--- src/rtl/pipeline_muldiv_if.sv ---
// Request/result bundle between an issuing pipeline stage and pipeline_muldiv.
// The issuer uses the master view; the multiply/divide unit uses the slave view.
interface pipeline_muldiv_if #(
   parameter int unsigned WIDTH = 32
);
   logic             req_valid;
   logic             req_ready;
   logic [5:0]       req_op;
   logic [WIDTH-1:0] req_a;
   logic [WIDTH-1:0] req_b;
   logic             flush;
   logic             busy;
   logic [WIDTH-1:0] hi;
   logic [WIDTH-1:0] lo;
   logic             done;
   logic             op_error;

   modport master (
      output req_valid, req_op, req_a, req_b, flush,
      input  req_ready, busy, hi, lo, done, op_error
   );

   modport slave (
      input  req_valid, req_op, req_a, req_b, flush,
      output req_ready, busy, hi, lo, done, op_error
   );
endinterface

--- src/rtl/pipeline_muldiv.sv ---
// Iterative HI/LO multiply/divide unit: STEP_BITS result bits per RUN cycle on operand
// magnitudes, with sign correction and the divide corner cases applied in a single FIX cycle.
module pipeline_muldiv #(
   parameter int unsigned WIDTH     = 32,
   parameter int unsigned STEP_BITS = 1
) (
   input logic              clk,
   input logic              rst,
   pipeline_muldiv_if.slave bus
);

   localparam int unsigned N    = WIDTH / STEP_BITS;
   localparam int unsigned CntW = $clog2(N + 1);

   localparam logic [5:0] OpMult  = 6'b000100;
   localparam logic [5:0] OpMthi  = 6'b000101;
   localparam logic [5:0] OpMtlo  = 6'b000110;
   localparam logic [5:0] OpMultu = 6'b000111;
   localparam logic [5:0] OpDiv   = 6'b001000;
   localparam logic [5:0] OpDivu  = 6'b001001;

   typedef enum logic [1:0] {StIdle, StRun, StFix} state_e;

   state_e             state_q, state_d;
   logic [CntW-1:0]    cnt_q, cnt_d;
   logic [2*WIDTH-1:0] acc_q, acc_d;
   logic [WIDTH-1:0]   opnd_q, opnd_d;
   logic [WIDTH-1:0]   a_q, a_d;
   logic               is_div_q, is_div_d;
   logic               b_zero_q, b_zero_d;
   logic               neg_q, neg_d;
   logic               rem_neg_q, rem_neg_d;
   logic [WIDTH-1:0]   hi_q, hi_d;
   logic [WIDTH-1:0]   lo_q, lo_d;
   logic               done_q, done_d;
   logic               op_error_q, op_error_d;

   logic               accept;
   logic               signed_op;
   logic               sign_a, sign_b;
   logic [WIDTH-1:0]   mag_a, mag_b;

   logic [2*WIDTH-1:0] acc_step;
   logic [WIDTH:0]     top;
   logic [WIDTH:0]     sum;
   logic               qbit;

   logic [2*WIDTH-1:0] prod_fix;
   logic [WIDTH-1:0]   quo_fix, rem_fix;

   assign bus.req_ready = (state_q == StIdle) && !bus.flush;
   assign bus.busy      = (state_q != StIdle);
   assign bus.hi        = hi_q;
   assign bus.lo        = lo_q;
   assign bus.done      = done_q;
   assign bus.op_error  = op_error_q;

   assign accept = bus.req_valid && bus.req_ready;

   always_comb begin
      signed_op = (bus.req_op == OpMult) || (bus.req_op == OpDiv);
      sign_a    = signed_op && bus.req_a[WIDTH-1];
      sign_b    = signed_op && bus.req_b[WIDTH-1];
      mag_a     = sign_a ? -bus.req_a : bus.req_a;
      mag_b     = sign_b ? -bus.req_b : bus.req_b;
   end

   // Multiply: shift-add with the multiplier in the low half of acc.
   // Divide: restoring, remainder in the high half, quotient shifted into the low half.
   always_comb begin
      acc_step = acc_q;
      top      = '0;
      sum      = '0;
      qbit     = 1'b0;
      for (int i = 0; i < STEP_BITS; i++) begin
         if (is_div_q) begin
            top  = acc_step[2*WIDTH-1:WIDTH-1];
            qbit = (top >= {1'b0, opnd_q});
            if (qbit) begin
               top = top - {1'b0, opnd_q};
            end
            acc_step = {top[WIDTH-1:0], acc_step[WIDTH-2:0], qbit};
         end else begin
            sum      = {1'b0, acc_step[2*WIDTH-1:WIDTH]} +
                       (acc_step[0] ? {1'b0, opnd_q} : '0);
            acc_step = {sum, acc_step[WIDTH-1:1]};
         end
      end
   end

   always_comb begin
      prod_fix = neg_q ? -acc_q : acc_q;
      quo_fix  = neg_q ? -acc_q[WIDTH-1:0] : acc_q[WIDTH-1:0];
      rem_fix  = rem_neg_q ? -acc_q[2*WIDTH-1:WIDTH] : acc_q[2*WIDTH-1:WIDTH];
   end

   always_comb begin
      state_d    = state_q;
      cnt_d      = cnt_q;
      acc_d      = acc_q;
      opnd_d     = opnd_q;
      a_d        = a_q;
      is_div_d   = is_div_q;
      b_zero_d   = b_zero_q;
      neg_d      = neg_q;
      rem_neg_d  = rem_neg_q;
      hi_d       = hi_q;
      lo_d       = lo_q;
      done_d     = 1'b0;
      op_error_d = 1'b0;

      unique case (state_q)
         StIdle: begin
            if (accept) begin
               unique case (bus.req_op)
                  OpMthi: begin
                     hi_d   = bus.req_a;
                     done_d = 1'b1;
                  end
                  OpMtlo: begin
                     lo_d   = bus.req_a;
                     done_d = 1'b1;
                  end
                  OpMult, OpMultu: begin
                     state_d   = StRun;
                     cnt_d     = '0;
                     is_div_d  = 1'b0;
                     opnd_d    = mag_a;
                     acc_d     = {{WIDTH{1'b0}}, mag_b};
                     a_d       = bus.req_a;
                     b_zero_d  = (bus.req_b == '0);
                     neg_d     = sign_a ^ sign_b;
                     rem_neg_d = 1'b0;
                  end
                  OpDiv, OpDivu: begin
                     state_d   = StRun;
                     cnt_d     = '0;
                     is_div_d  = 1'b1;
                     opnd_d    = mag_b;
                     acc_d     = {{WIDTH{1'b0}}, mag_a};
                     a_d       = bus.req_a;
                     b_zero_d  = (bus.req_b == '0);
                     neg_d     = sign_a ^ sign_b;
                     rem_neg_d = sign_a;
                  end
                  default: begin
                     done_d     = 1'b1;
                     op_error_d = 1'b1;
                  end
               endcase
            end
         end
         StRun: begin
            if (bus.flush) begin
               state_d = StIdle;
            end else begin
               acc_d = acc_step;
               if (cnt_q == CntW'(N - 1)) begin
                  state_d = StFix;
               end else begin
                  cnt_d = cnt_q + CntW'(1);
               end
            end
         end
         StFix: begin
            state_d = StIdle;
            if (!bus.flush) begin
               done_d = 1'b1;
               if (!is_div_q) begin
                  hi_d = prod_fix[2*WIDTH-1:WIDTH];
                  lo_d = prod_fix[WIDTH-1:0];
               end else if (b_zero_q) begin
                  // Divide by zero is not trapped: all-ones quotient, dividend kept in HI.
                  hi_d = a_q;
                  lo_d = '1;
               end else begin
                  hi_d = rem_fix;
                  lo_d = quo_fix;
               end
            end
         end
         default: state_d = StIdle;
      endcase
   end

   always_ff @(posedge clk) begin
      if (rst) begin
         state_q    <= StIdle;
         cnt_q      <= '0;
         acc_q      <= '0;
         opnd_q     <= '0;
         a_q        <= '0;
         is_div_q   <= 1'b0;
         b_zero_q   <= 1'b0;
         neg_q      <= 1'b0;
         rem_neg_q  <= 1'b0;
         hi_q       <= '0;
         lo_q       <= '0;
         done_q     <= 1'b0;
         op_error_q <= 1'b0;
      end else begin
         state_q    <= state_d;
         cnt_q      <= cnt_d;
         acc_q      <= acc_d;
         opnd_q     <= opnd_d;
         a_q        <= a_d;
         is_div_q   <= is_div_d;
         b_zero_q   <= b_zero_d;
         neg_q      <= neg_d;
         rem_neg_q  <= rem_neg_d;
         hi_q       <= hi_d;
         lo_q       <= lo_d;
         done_q     <= done_d;
         op_error_q <= op_error_d;
      end
   end

endmodule

--- src/flat_wrapper.sv ---
// flat-port wrapper written by rule: the top's interface ports become plain ports
module pipeline_muldiv_flat 
#(
   parameter int unsigned WIDTH     = 32,
   parameter int unsigned STEP_BITS = 1
)
  (clk, rst, bus_req_valid, bus_req_op, bus_req_a, bus_req_b, bus_flush, bus_req_ready, bus_busy, bus_hi, bus_lo, bus_done, bus_op_error);
  pipeline_muldiv_if #(.WIDTH(WIDTH)) bus_i ();
  input logic clk;
  input logic rst;
  input wire logic [$bits(bus_i.req_valid)-1:0] bus_req_valid;
  input wire logic [$bits(bus_i.req_op)-1:0] bus_req_op;
  input wire logic [$bits(bus_i.req_a)-1:0] bus_req_a;
  input wire logic [$bits(bus_i.req_b)-1:0] bus_req_b;
  input wire logic [$bits(bus_i.flush)-1:0] bus_flush;
  output wire logic [$bits(bus_i.req_ready)-1:0] bus_req_ready;
  output wire logic [$bits(bus_i.busy)-1:0] bus_busy;
  output wire logic [$bits(bus_i.hi)-1:0] bus_hi;
  output wire logic [$bits(bus_i.lo)-1:0] bus_lo;
  output wire logic [$bits(bus_i.done)-1:0] bus_done;
  output wire logic [$bits(bus_i.op_error)-1:0] bus_op_error;
  assign bus_i.req_valid = bus_req_valid;
  assign bus_i.req_op = bus_req_op;
  assign bus_i.req_a = bus_req_a;
  assign bus_i.req_b = bus_req_b;
  assign bus_i.flush = bus_flush;
  assign bus_req_ready = bus_i.req_ready;
  assign bus_busy = bus_i.busy;
  assign bus_hi = bus_i.hi;
  assign bus_lo = bus_i.lo;
  assign bus_done = bus_i.done;
  assign bus_op_error = bus_i.op_error;
  pipeline_muldiv #(.WIDTH(WIDTH), .STEP_BITS(STEP_BITS)) u_core (.clk(clk), .rst(rst), .bus(bus_i));
endmodule
--- config.mk ---
export PLATFORM = sky130hd
export DESIGN_NAME = pipeline_muldiv_flat
export DESIGN_NICKNAME = d
export VERILOG_FILES = /design/src/rtl/pipeline_muldiv_if.sv /design/src/rtl/pipeline_muldiv.sv /design/src/flat_wrapper.sv
export SDC_FILE = /design/constraint.sdc
export NUM_CORES = 1
export LEC_CHECK = 0
export ABC_AREA = 1
export CAP_MARGIN = 20
export CELL_PAD_IN_SITES_DETAIL_PLACEMENT = 0
export CELL_PAD_IN_SITES_GLOBAL_PLACEMENT = 1
export CORE_MARGIN = 2
export CORE_UTILIZATION = 31
export CTS_CLUSTER_SIZE = 14
export DETAILED_ROUTE_END_ITERATION = 8
export PLACE_DENSITY_LB_ADDON = 0.15
export SKIP_CTS_REPAIR_TIMING = 1
export SYNTH_ARGS = -nofsm -noshare
export SYNTH_HDL_FRONTEND = slang
export SYNTH_SLANG_ARGS = --single-unit
--- constraint.sdc ---
create_clock -name clk -period 2.6 [get_ports clk]
set_input_delay 0.78 -clock clk [delete_from_list [all_inputs] [get_ports clk]]
set_output_delay 0.78 -clock clk [all_outputs]
set_load 0.1 [all_outputs]
==> reports/qor.yml <==
final_cells: 4991
max_slew.worst_pin.slew_ps: 1010
drc: 0
start_util: 0.313
arrival_ps: 3070
leakagePower_nw: 13.9
slowest_stage: "ha_2"
hold_violations: 0
gr-total-overflow: 0
post_dp_cell_area_mm2: 0.0257
cts_root_buffer: "clkbuf_16"
status: "complete, no violations"
drt_pass1_iterations: 6
syn-num-nets: 3769
synthFlopType: "dfxtp_1"
cts_tree: "done"
drt-wirelength-per-cell_um: 21.4
dieArea_mm2: 0.0668
whs_ps: 471
synthCells: 3624
cpMostUsedCell: "nand2_1"
crit_path_cell_trace: "buf_6 > nand2_1 > inv_1 > ha_2 > nand2_1 > inv_1 > nand2_2 > buf_4 > nor4_2 > nand2_2 > nand2_1 > nand2_1 > nand3_1 > nand2_1 > inv_1 > nand2_1 > a21oi_1"
crit_required_ps: 3090
finClkSkew_ps: 37.0
slowest_delay_ps: 380
ios: 142
final_util: 0.426
grt_pass1_vias: 24000
dp_cells: 4938
power_density_mw_per_mm2: 338
ys_warn_count: 0
ant_nets: 0
layout-drive-gt1-share: 0.196
grt_usage: 0.309
end_kind: "register"
io_buffers: 141
grt_max_degree: 100
setup_viol: 0
stdcell_area_mm2: 0.0274
drv_cap: 0
cts_sinks: 206
yosysSeqAreaShare: 0.205
antenna_found_initial: 0
critPathTopFamily: "simple AND/OR/NAND/NOR gates"
post-route-min-period_ps: 2580
worstSetupPathType: "reg2reg"
fmax_ghz: 0.387
synth-seq-cells: 206
die_height_um: 258
min_path_type: "reg2reg"
htreeDepth: 1
irDropWorstVdd_uv: 436
cts.path.max_buffers: 3
gp_congestion: 0.992
finalCritPeriodShare: 0.994
via_per_inst: 5.13
die_x_um: 258
grt_first_pass_wirelength_mm: 155
avgSynthCellArea_um2: 5.54
clk_latency_ps: 590
drt-initial-drc-count: 2717
rsz0062_at_grt: "true"
worst-path-max-fanout: 9
synth_cell_type_count: 52
maxSlewViolCount: 0
syn-cell-area_mm2: 0.0201
slew-limit-headroom: 0.328
async_flop_share: 0
wl_mm: 107
synth_edf_count: 0
nets: 4261
row_count: 93
worst-path-buf-inv: 5
start_kind: "register"
numCtsBuffers: 26
area_growth_pct: 36.3
num_antenna_cells: 0
vias: 25600
core_mm2: 0.0642
clkTransAtPathRegs_ps: 70
hpwl_mm: 88.0
==> logic make-up after synthesis <==
logic type,Yosys count,share of synthesized area
AND/OR/NAND/NOR,1911,0.397
AO/OA/AOI/OAI,750,0.202
buffers and inverters,614,0.119
flip-flops,206,0.205
XOR/XNOR,72,0.0314
adder cells (fa/ha/maj),71,0.0450
==> power breakdown <==
| part | internal [mW] | switching [mW] | leakage, nW |
|---|---|---|---|
| logic | 0.748 | 1.33 | 11.8 |
| clock network | 2.34 | 1.61 | 0.449 |
| registers | 3.19 | 0.0334 | 1.67 |
==> worst min-delay path: cells and delay by family, from the launching register on <==
kind / cells / cell delay (ps)
AO/OA/AOI/OAI: 1 / 50
flip-flops: 1 / 320
buffers and inverters: 1 / 50
==> stage by stage <==
stage / TNS, ps / worst slack (ps) / power, mW
after CTS: -1020 / -119 / 9.23
after detailed placement: -54070 / -629 / 5.29
final: 0 / 16.8 / 9.25
after floorplan: 0 / 286 / 4.24
after global placement: -51860 / -636 / 5.30
after global routing: -379 / -135 / 9.55
==> per-layer routing <==
metal / wire (µm) / GRT usage
met1: 48700 / 0.434
met2: 46200 / 0.482
met3: 7880 / 0.0467
met4: 4130 / 0.101
met5: 0 / 0
==> sequential cells by signal (all words and copies together), names as in the netlist <==
name                 count
u_core.acc_q            64
u_core.neg_q             1
u_core.state_q           2
u_core.rem_neg_q         1
u_core.is_div_q          1
u_core.a_q              32
u_core.b_zero_q          1
u_core.bus.done          1
u_core.opnd_q           32
u_core.cnt_q             6
u_core.bus.op_error      1
u_core.bus.hi           32
u_core.bus.lo           32
==> cells in the final DEF, fill, tap and decap left out, types with 6 or more instances in the layout <==
master | synthesis | routed
nor2_4 | 4 | 15
clkbuf_8 | 0 | 7
nand2_1 | 945 | 912
inv_1 | 443 | 435
a21oi_2 | 5 | 17
o31ai_1 | 13 | 13
ha_4 | 0 | 25
nor2_2 | 16 | 31
nand3_1 | 325 | 316
nand4_1 | 46 | 46
ha_2 | 0 | 8
o21ai_1 | 15 | 23
o211ai_1 | 48 | 48
nand3b_1 | 7 | 7
or2_2 | 13 | 13
xor2_1 | 64 | 63
a31oi_1 | 11 | 11
nor3_1 | 38 | 32
nor2_1 | 487 | 461
dfxtp_2 | 0 | 10
a21oi_1 | 314 | 301
o21ai_0 | 305 | 296
buf_4 | 5 | 515
nor3_2 | 2 | 6
nand3_2 | 2 | 10
ha_1 | 69 | 36
inv_2 | 14 | 20
o21bai_1 | 11 | 11
dfxtp_1 | 206 | 195
clkbuf_16 | 0 | 26
buf_12 | 0 | 30
nand2_2 | 13 | 42
xnor2_1 | 8 | 8
clkdlybuf4s50_1 | 0 | 72
==> final timing paths <==
kind / slack [ps] / cells past startpoint / end / start
max: 20 / 17 / u_core.acc_q[56]$_SDFFE_PP0P_ / u_core.acc_q[0]$_SDFFE_PP0P_
min: 470 / 2 / u_core.cnt_q[5]$_SDFFE_PP0P_ / u_core.cnt_q[5]$_SDFFE_PP0P_
max reg2reg: 20 / 17 / u_core.acc_q[56]$_SDFFE_PP0P_ / u_core.acc_q[0]$_SDFFE_PP0P_
min reg2reg: 470 / 2 / u_core.cnt_q[5]$_SDFFE_PP0P_ / u_core.cnt_q[5]$_SDFFE_PP0P_
==> area by class of cell <==
cell class | count | area (µm²)
well taps | 855 | 1070
fillers | 7128 | 36900
clock inverters | 11 | 151
multi-input cells | 2804 | 14300
inverters | 458 | 1720
repair buffers | 620 | 5220
flip-flops and latches | 206 | 4140
clock buffers | 37 | 762
==> Yosys cell counts (4+ instances only) <==
library cell	number	share of area
nand3_1	325	0.081
buf_4	5	0.0019
nor3_1	38	0.0095
o21bai_1	11	0.0041
buf_1	15	0.0028
a21oi_1	314	0.078
nor2_2	16	0.0050
o21a_1	4	0.0015
nor2_4	4	0.0022
o21ai_0	305	0.076
nand3b_1	7	0.0026
xnor2_1	8	0.0035
o211ai_1	48	0.018
and3_1	4	0.0012
a21boi_0	4	0.0015
nand2_1	945	0.18
clkbuf_1	99	0.019
o21ai_1	15	0.0037
nand4_1	46	0.014
nor2_1	487	0.091
inv_2	14	0.0026
or2_2	13	0.0041
buf_2	33	0.0082
nand2_2	13	0.0041
inv_1	443	0.083
ha_1	69	0.043
a31oi_1	11	0.0034
o31ai_1	13	0.0049
dfxtp_1	206	0.21
a21oi_2	5	0.0022
xor2_1	64	0.028
a21o_1	5	0.0019
o22ai_1	4	0.0012
(Power assumes the default switching activity.)
